<file path="src/rtl/tw75_addr_seq.sv">
// tw75_addr_seq
// Address sequencer for the 75-entry twiddle ROM (W75^k). For a stage of
// n1 rows by n2 columns it emits addr = (r*c*step) mod 75 in row-major order.
// The address is built from modular adds only; there are no multipliers.
//
// Ports:
//   i_clk        master clock
//   i_rst        synchronous active-high reset (aborts any frame)
//   i_start      start pulse, sampled only in IDLE
//   i_n1, i_n2   row / column counts (1..75), latched at start
//   i_step       twiddle stride (0..74), latched at start
//   o_busy       high in RUN and DONE
//   o_cfg_err    pulse when start arrives with an invalid configuration
//   o_addr_out   twiddle address (zero-extended, always < 75)
//   o_addr_vld   address valid (high for the whole of RUN)
//   i_addr_rdy   consumer ready
//   o_addr_last  final address of the frame
//   o_tw_vld     ROM data for an accepted address is valid this cycle
//   o_tw_last    o_tw_vld for the final address
//   o_done       one-cycle pulse after the frame completes
//
// state | meaning
// IDLE  | waiting for a valid start
// RUN   | presenting addresses, advancing on each handshake
// DONE  | one-cycle completion pulse, returns to IDLE

module tw75_addr_seq #(
  parameter int N      = 75,
  parameter int ADDR_W = 11,
  parameter int TW_FF  = 0
) (
  input  logic              i_clk,
  input  logic              i_rst,
  input  logic              i_start,
  input  logic [6:0]        i_n1,
  input  logic [6:0]        i_n2,
  input  logic [6:0]        i_step,
  output logic              o_busy,
  output logic              o_cfg_err,
  output logic [ADDR_W-1:0] o_addr_out,
  output logic              o_addr_vld,
  input  logic              i_addr_rdy,
  output logic              o_addr_last,
  output logic              o_tw_vld,
  output logic              o_tw_last,
  output logic              o_done
);

  localparam logic [7:0] MOD = 8'(N);

  typedef enum logic [1:0] {S_IDLE, S_RUN, S_DONE} state_t;

  state_t     r_state;
  logic [6:0] r_n1;
  logic [6:0] r_n2;
  logic [6:0] r_step;
  logic [6:0] r_r;
  logic [6:0] r_c;
  logic [6:0] r_acc;
  logic [6:0] r_inc;

  logic       w_cfg_ok;
  logic       w_hs;
  logic       w_col_end;
  logic       w_row_end;
  logic [7:0] w_acc_sum;
  logic [7:0] w_acc_nxt;
  logic [7:0] w_inc_sum;
  logic [7:0] w_inc_nxt;

  assign w_cfg_ok  = (i_n1 != 7'd0) && (i_n2 != 7'd0) && ({1'b0, i_step} < MOD);
  assign w_hs      = (r_state == S_RUN) && i_addr_rdy;
  assign w_col_end = (r_c == r_n2 - 7'd1);
  assign w_row_end = (r_r == r_n1 - 7'd1);

  // Both operands are < 75, so one conditional subtract reduces the sum.
  assign w_acc_sum = {1'b0, r_acc} + {1'b0, r_inc};
  assign w_acc_nxt = (w_acc_sum >= MOD) ? w_acc_sum - MOD : w_acc_sum;
  assign w_inc_sum = {1'b0, r_inc} + {1'b0, r_step};
  assign w_inc_nxt = (w_inc_sum >= MOD) ? w_inc_sum - MOD : w_inc_sum;

  always_ff @(posedge i_clk) begin
    if (i_rst) begin
      r_state <= S_IDLE;
      r_n1    <= '0;
      r_n2    <= '0;
      r_step  <= '0;
      r_r     <= '0;
      r_c     <= '0;
      r_acc   <= '0;
      r_inc   <= '0;
    end else begin
      case (r_state)
        S_IDLE: begin
          if (i_start && w_cfg_ok) begin
            r_n1    <= i_n1;
            r_n2    <= i_n2;
            r_step  <= i_step;
            r_r     <= '0;
            r_c     <= '0;
            r_acc   <= '0;
            r_inc   <= '0;
            r_state <= S_RUN;
          end
        end
        S_RUN: begin
          if (w_hs) begin
            if (w_col_end && w_row_end) begin
              r_state <= S_DONE;
            end
            // inc tracks r*step for the next row; acc tracks r*c*step.
            if (!w_col_end) begin
              r_c   <= r_c + 7'd1;
              r_acc <= w_acc_nxt[6:0];
            end else begin
              r_c   <= '0;
              r_r   <= r_r + 7'd1;
              r_acc <= '0;
              r_inc <= w_inc_nxt[6:0];
            end
          end
        end
        S_DONE: r_state <= S_IDLE;
        default: r_state <= S_IDLE;
      endcase
    end
  end

  assign o_busy      = (r_state != S_IDLE);
  assign o_cfg_err   = !i_rst && (r_state == S_IDLE) && i_start && !w_cfg_ok;
  assign o_addr_vld  = (r_state == S_RUN);
  assign o_addr_last = o_addr_vld && w_col_end && w_row_end;
  assign o_done      = (r_state == S_DONE);
  assign o_addr_out  = {{(ADDR_W-7){1'b0}}, r_acc};

  generate
    if (TW_FF == 0) begin : g_tw_comb
      assign o_tw_vld  = w_hs;
      assign o_tw_last = w_hs && o_addr_last;
    end else begin : g_tw_reg
      logic r_tw_vld;
      logic r_tw_last;
      always_ff @(posedge i_clk) begin
        if (i_rst) begin
          r_tw_vld  <= 1'b0;
          r_tw_last <= 1'b0;
        end else begin
          r_tw_vld  <= w_hs;
          r_tw_last <= w_hs && o_addr_last;
        end
      end
      assign o_tw_vld  = r_tw_vld;
      assign o_tw_last = r_tw_last;
    end
  endgenerate

endmodule

</file>
<file path="config.mk">
export PLATFORM = sky130hd
export DESIGN_NAME = tw75_addr_seq
export DESIGN_NICKNAME = d
export VERILOG_FILES = /design/src/rtl/tw75_addr_seq.sv
export SDC_FILE = /design/constraint.sdc
export NUM_CORES = 1
export LEC_CHECK = 0
export CORE_UTILIZATION = 60
export CTS_CLUSTER_SIZE = 28
export DETAILED_ROUTE_END_ITERATION = 6
export PLACE_DENSITY = 0.95
export SYNTH_ARGS = -nofsm -noshare
export SYNTH_HDL_FRONTEND = slang
export SYNTH_SLANG_ARGS = --single-unit
</file>
<file path="constraint.sdc">
create_clock -name i_clk -period 5.4 [get_ports i_clk]
set_input_delay 1.08 -clock i_clk [delete_from_list [all_inputs] [get_ports i_clk]]
set_output_delay 1.08 -clock i_clk [all_outputs]
set_load 0.1 [all_outputs]
</file>
==> impl_metrics.csv <==
group,metric,value,unit
outcome,outcome,"finished clean",
setup_path,worstPathRequired,4.32,ns
setup_path,slowest_delay,0.51,ns
routing,vias,3077,
setup_path,worst_path_dominant_cell_family,"simple AND/OR/NAND/NOR gates",
cts,cts_tree,"done",
job,cap_violations,0,
die,initial_utilization,0.620,
timing,fmax,0.231,GHz
grt,grt.met3_usage,0.0424,
cts,cts-root-buf,"clkbuf_8",
grt,grtUsageMet2,0.458,
setup_path,critPathBufInv,2,
setup_path,end_kind,"output pin",
cts,clk_path_buf_depth,2,
power_and_ir_drop,leakage,0.00167,µW
yosys,netlist_area,3410,µm²
yosys,synth_edf_count,0,
timing,tightest_slew,0.975,ns
cells_and_area,layout.nets,483,
power_and_ir_drop,p_total,771,µW
placed_design,dpl.cell_count,501,
yosys,ys.flop_type,"dfxtp_1",
timing,setup_viol,0,
yosys,synth_top_cell_area_share,0.299,
cells_and_area,drive_gt1_frac,0.0526,
yosys,async_flop_share,0,
setup_path,timing.rr.start,"r_acc[0]$_SDFFE_PP0P_",
timing,drv_slew,0,
die,num_io_pins,43,
yosys,synth_top_area_cell,"dfxtp_1",
power_and_ir_drop,peakVddDrop,0.000162,V
grt,grt_max_degree,33,
routing,dr.first_iter.drc_count,171,
timing,min_period,4.33,ns
routing,routed_wl,7520,µm
die,rows,27,
worst_hold_path,hp-start,"r_acc[5]$_SDFFE_PP0P_",
cts,clkSlewWorstSetupHoldPaths,0.09,ns
setup_path,arrival,3.25,ns
timing,hold_viol_final,0,
setup_path,crit_path_start_kind,"input pin",
timing,finalClockSkew,0.00946,ns
grt,grt_overflow,0,
cts,ctsResizeCount,0,
grt,grt_pass1_wl,12500,µm
placed_design,gp_congestion,0.857,
yosys,seq_area_frac_synth,0.299,
grt,gr-usage-met1,0.304,
yosys,synth.avg_cell_area,8.53,µm²
power_and_ir_drop,cellPowerDensity,198,nW/µm²
cts,clk_latency,0.30,ns
yosys,ys_types,60,
grt,grt_usage,0.256,
grt,grt_pass1_vias,2926,
setup_path,crit_type,"input pin to output pin",
cts,numCtsBuffers,5,
cells_and_area,area_delta_synth_final,14.2,%
timing,rsz0062_at_grt,"false",
die,coreArea,5510,µm²
yosys,yosysWarnings,0,
placed_design,numPortBuffers,38,
setup_path,crit_start,"i_n1[3]",
timing,relSlewSlack,0.342,
yosys,yosys-top-cells-area,"dfxtp_1, mux2i_1, ha_1",
die,dieWidth,77.4,µm
cells_and_area,final_util,0.708,
cts,postCtsHoldBufs,0,
setup_path,crit_path_max_fanout,2,
routing,ant_nets,0,
timing,setup_slack,1.07,ns
cts,numClockSinks,51,
worst_hold_path,hp-class,"register to register",
setup_path,slowest_stage,"nor4_1",
yosys,synthCells,400,
yosys,synth_seq_cells,51,
cells_and_area,instances_no_fill,509,
grt,busiest_layer,"met2",
cells_and_area,n_antenna_cell,0,
placed_design,dp_slack,1.08,ns
routing,routedWlPerCell,14.8,µm
placed_design,dp_hpwl,5880,µm
grt,antenna_found_initial,0,
cts,post_cts_buffers,0,
setup_path,crit_chain,"clkdlybuf4s50_1, or4_1, nor4_1, a211oi_1, nor3_1, buf_4",
timing,setup_tns,0,ns
routing,via_per_inst,6.05,
cts,ctsHtreeMaxLevel,2,
timing,period_share,0.802,
routing,dr.pass1.iters,5,
routing,drc,0,
die,die-area,5990,µm²
die,die_y,77.4,µm
==> final cells by class <==
class	count	area, µm²
sequential	51	1020
timing repair buffer	40	385
tap	72	90.1
multi-input combinational	320	2250
inverter	18	67.6
fill	403	1610
clock inverter	2	12.5
clock buffer	6	72.6
==> cell families (layout without fill, tap and decap cells) <==
| group | Yosys count | after routing | share of synthesized area |
|---|---|---|---|
| buffers and inverters | 32 | 66 | 0.0455 |
| AOI/OAI and AO/OA | 88 | 88 | 0.187 |
| adders and majority gates | 22 | 22 | 0.0850 |
| DFF | 51 | 51 | 0.299 |
| other | 1 | 4 | 0.00110 |
| and+or+nand+nor | 144 | 144 | 0.213 |
| xor gates and xnor gates | 35 | 35 | 0.0898 |
| muxes | 27 | 27 | 0.0795 |
==> metal layers <==
layer  part of all wire  vias up
met3              0.042       27
met5                  0        -
met1               0.42     1432
met2               0.51       93
met4              0.026        0
li1                   -     1525
==> synth_stat cells, types with 4 or more instances <==
cell type / n
buf_4: 4
buf_2: 4
xnor2_1: 17
nor3b_1: 4
and2_1: 4
inv_1: 18
and4_1: 4
nor3_1: 10
o2bb2ai_1: 6
clkbuf_1: 4
nand3_1: 10
nand2_1: 23
dfxtp_1: 51
o21ai_0: 11
o2111ai_1: 5
a22o_1: 4
a21oi_1: 19
nand2b_1: 7
o211ai_1: 4
mux2i_1: 26
nor2_1: 59
ha_1: 20
or4_1: 4
xor2_1: 18
a211oi_1: 5
o21ba_2: 4
==> metrics by stage <==
step	hold slack, ns	area [µm²]
2_1_floorplan	0.462	3420
5_1_grt	0.523	3900
6_report	0.496	3900
3_3_place_gp	0.476	3810
4_1_cts	0.494	3900
3_5_place_dp	0.480	3810
==> power by group <==
part	internal [µW]	leakage, µW	switching [µW]
clock network	90.8	0.0000412	125
registers	386	0.000414	12.2
logic	62.8	0.00122	93.8
==> tightest hold or removal path, delay by kind of cell, from the launching register on <==
family           cells  cell delay (ns)
AND/OR/NAND/NOR      1             0.06
flip-flops           1             0.34
AO/OA/AOI/OAI        1             0.06
==> flip-flops by register name (all words and copies together), names as in the netlist <==
register / cells
r_acc: 7
r_c: 7
r_inc: 7
r_n1: 7
r_n2: 7
r_r: 7
r_step: 7
r_state: 2
==> placed cells by master (no fill, tap or decap), types with 4 or more instances in the layout <==
| cell | netlist | routed |
|---|---|---|
| mux2i_1 | 26 | 26 |
| a22o_1 | 4 | 4 |
| clkbuf_8 | 0 | 5 |
| and4_1 | 4 | 4 |
| nor3b_1 | 4 | 4 |
| nand2_1 | 23 | 23 |
| conb_1 | 1 | 4 |
| xnor2_1 | 17 | 17 |
| o21ai_0 | 11 | 11 |
| nor2_1 | 59 | 59 |
| buf_4 | 4 | 6 |
| a211oi_1 | 5 | 5 |
| dfxtp_1 | 51 | 51 |
| xor2_1 | 18 | 18 |
| inv_1 | 18 | 18 |
| and2_1 | 4 | 4 |
| clkdlybuf4s50_1 | 0 | 34 |
| o211ai_1 | 4 | 4 |
| nand3_1 | 10 | 10 |
| o2bb2ai_1 | 6 | 6 |
| o2111ai_1 | 5 | 5 |
| or4_1 | 4 | 4 |
| nor3_1 | 10 | 10 |
| ha_1 | 20 | 20 |
| nand2b_1 | 7 | 7 |
| a21oi_1 | 19 | 19 |
| o21ba_2 | 4 | 4 |
==> path summary, 6_finish.rpt <==
path / slack [ns] / cells past startpoint / endpoint
worst max register to register: 2.39 / 9 / r_acc[1]$_SDFFE_PP0P_
worst min register to register: 0.50 / 2 / r_acc[5]$_SDFFE_PP0P_
worst min-delay path: 0.50 / 2 / r_acc[5]$_SDFFE_PP0P_
worst max-delay path: 1.07 / 6 / o_cfg_err
(Power assumes the default switching activity.)
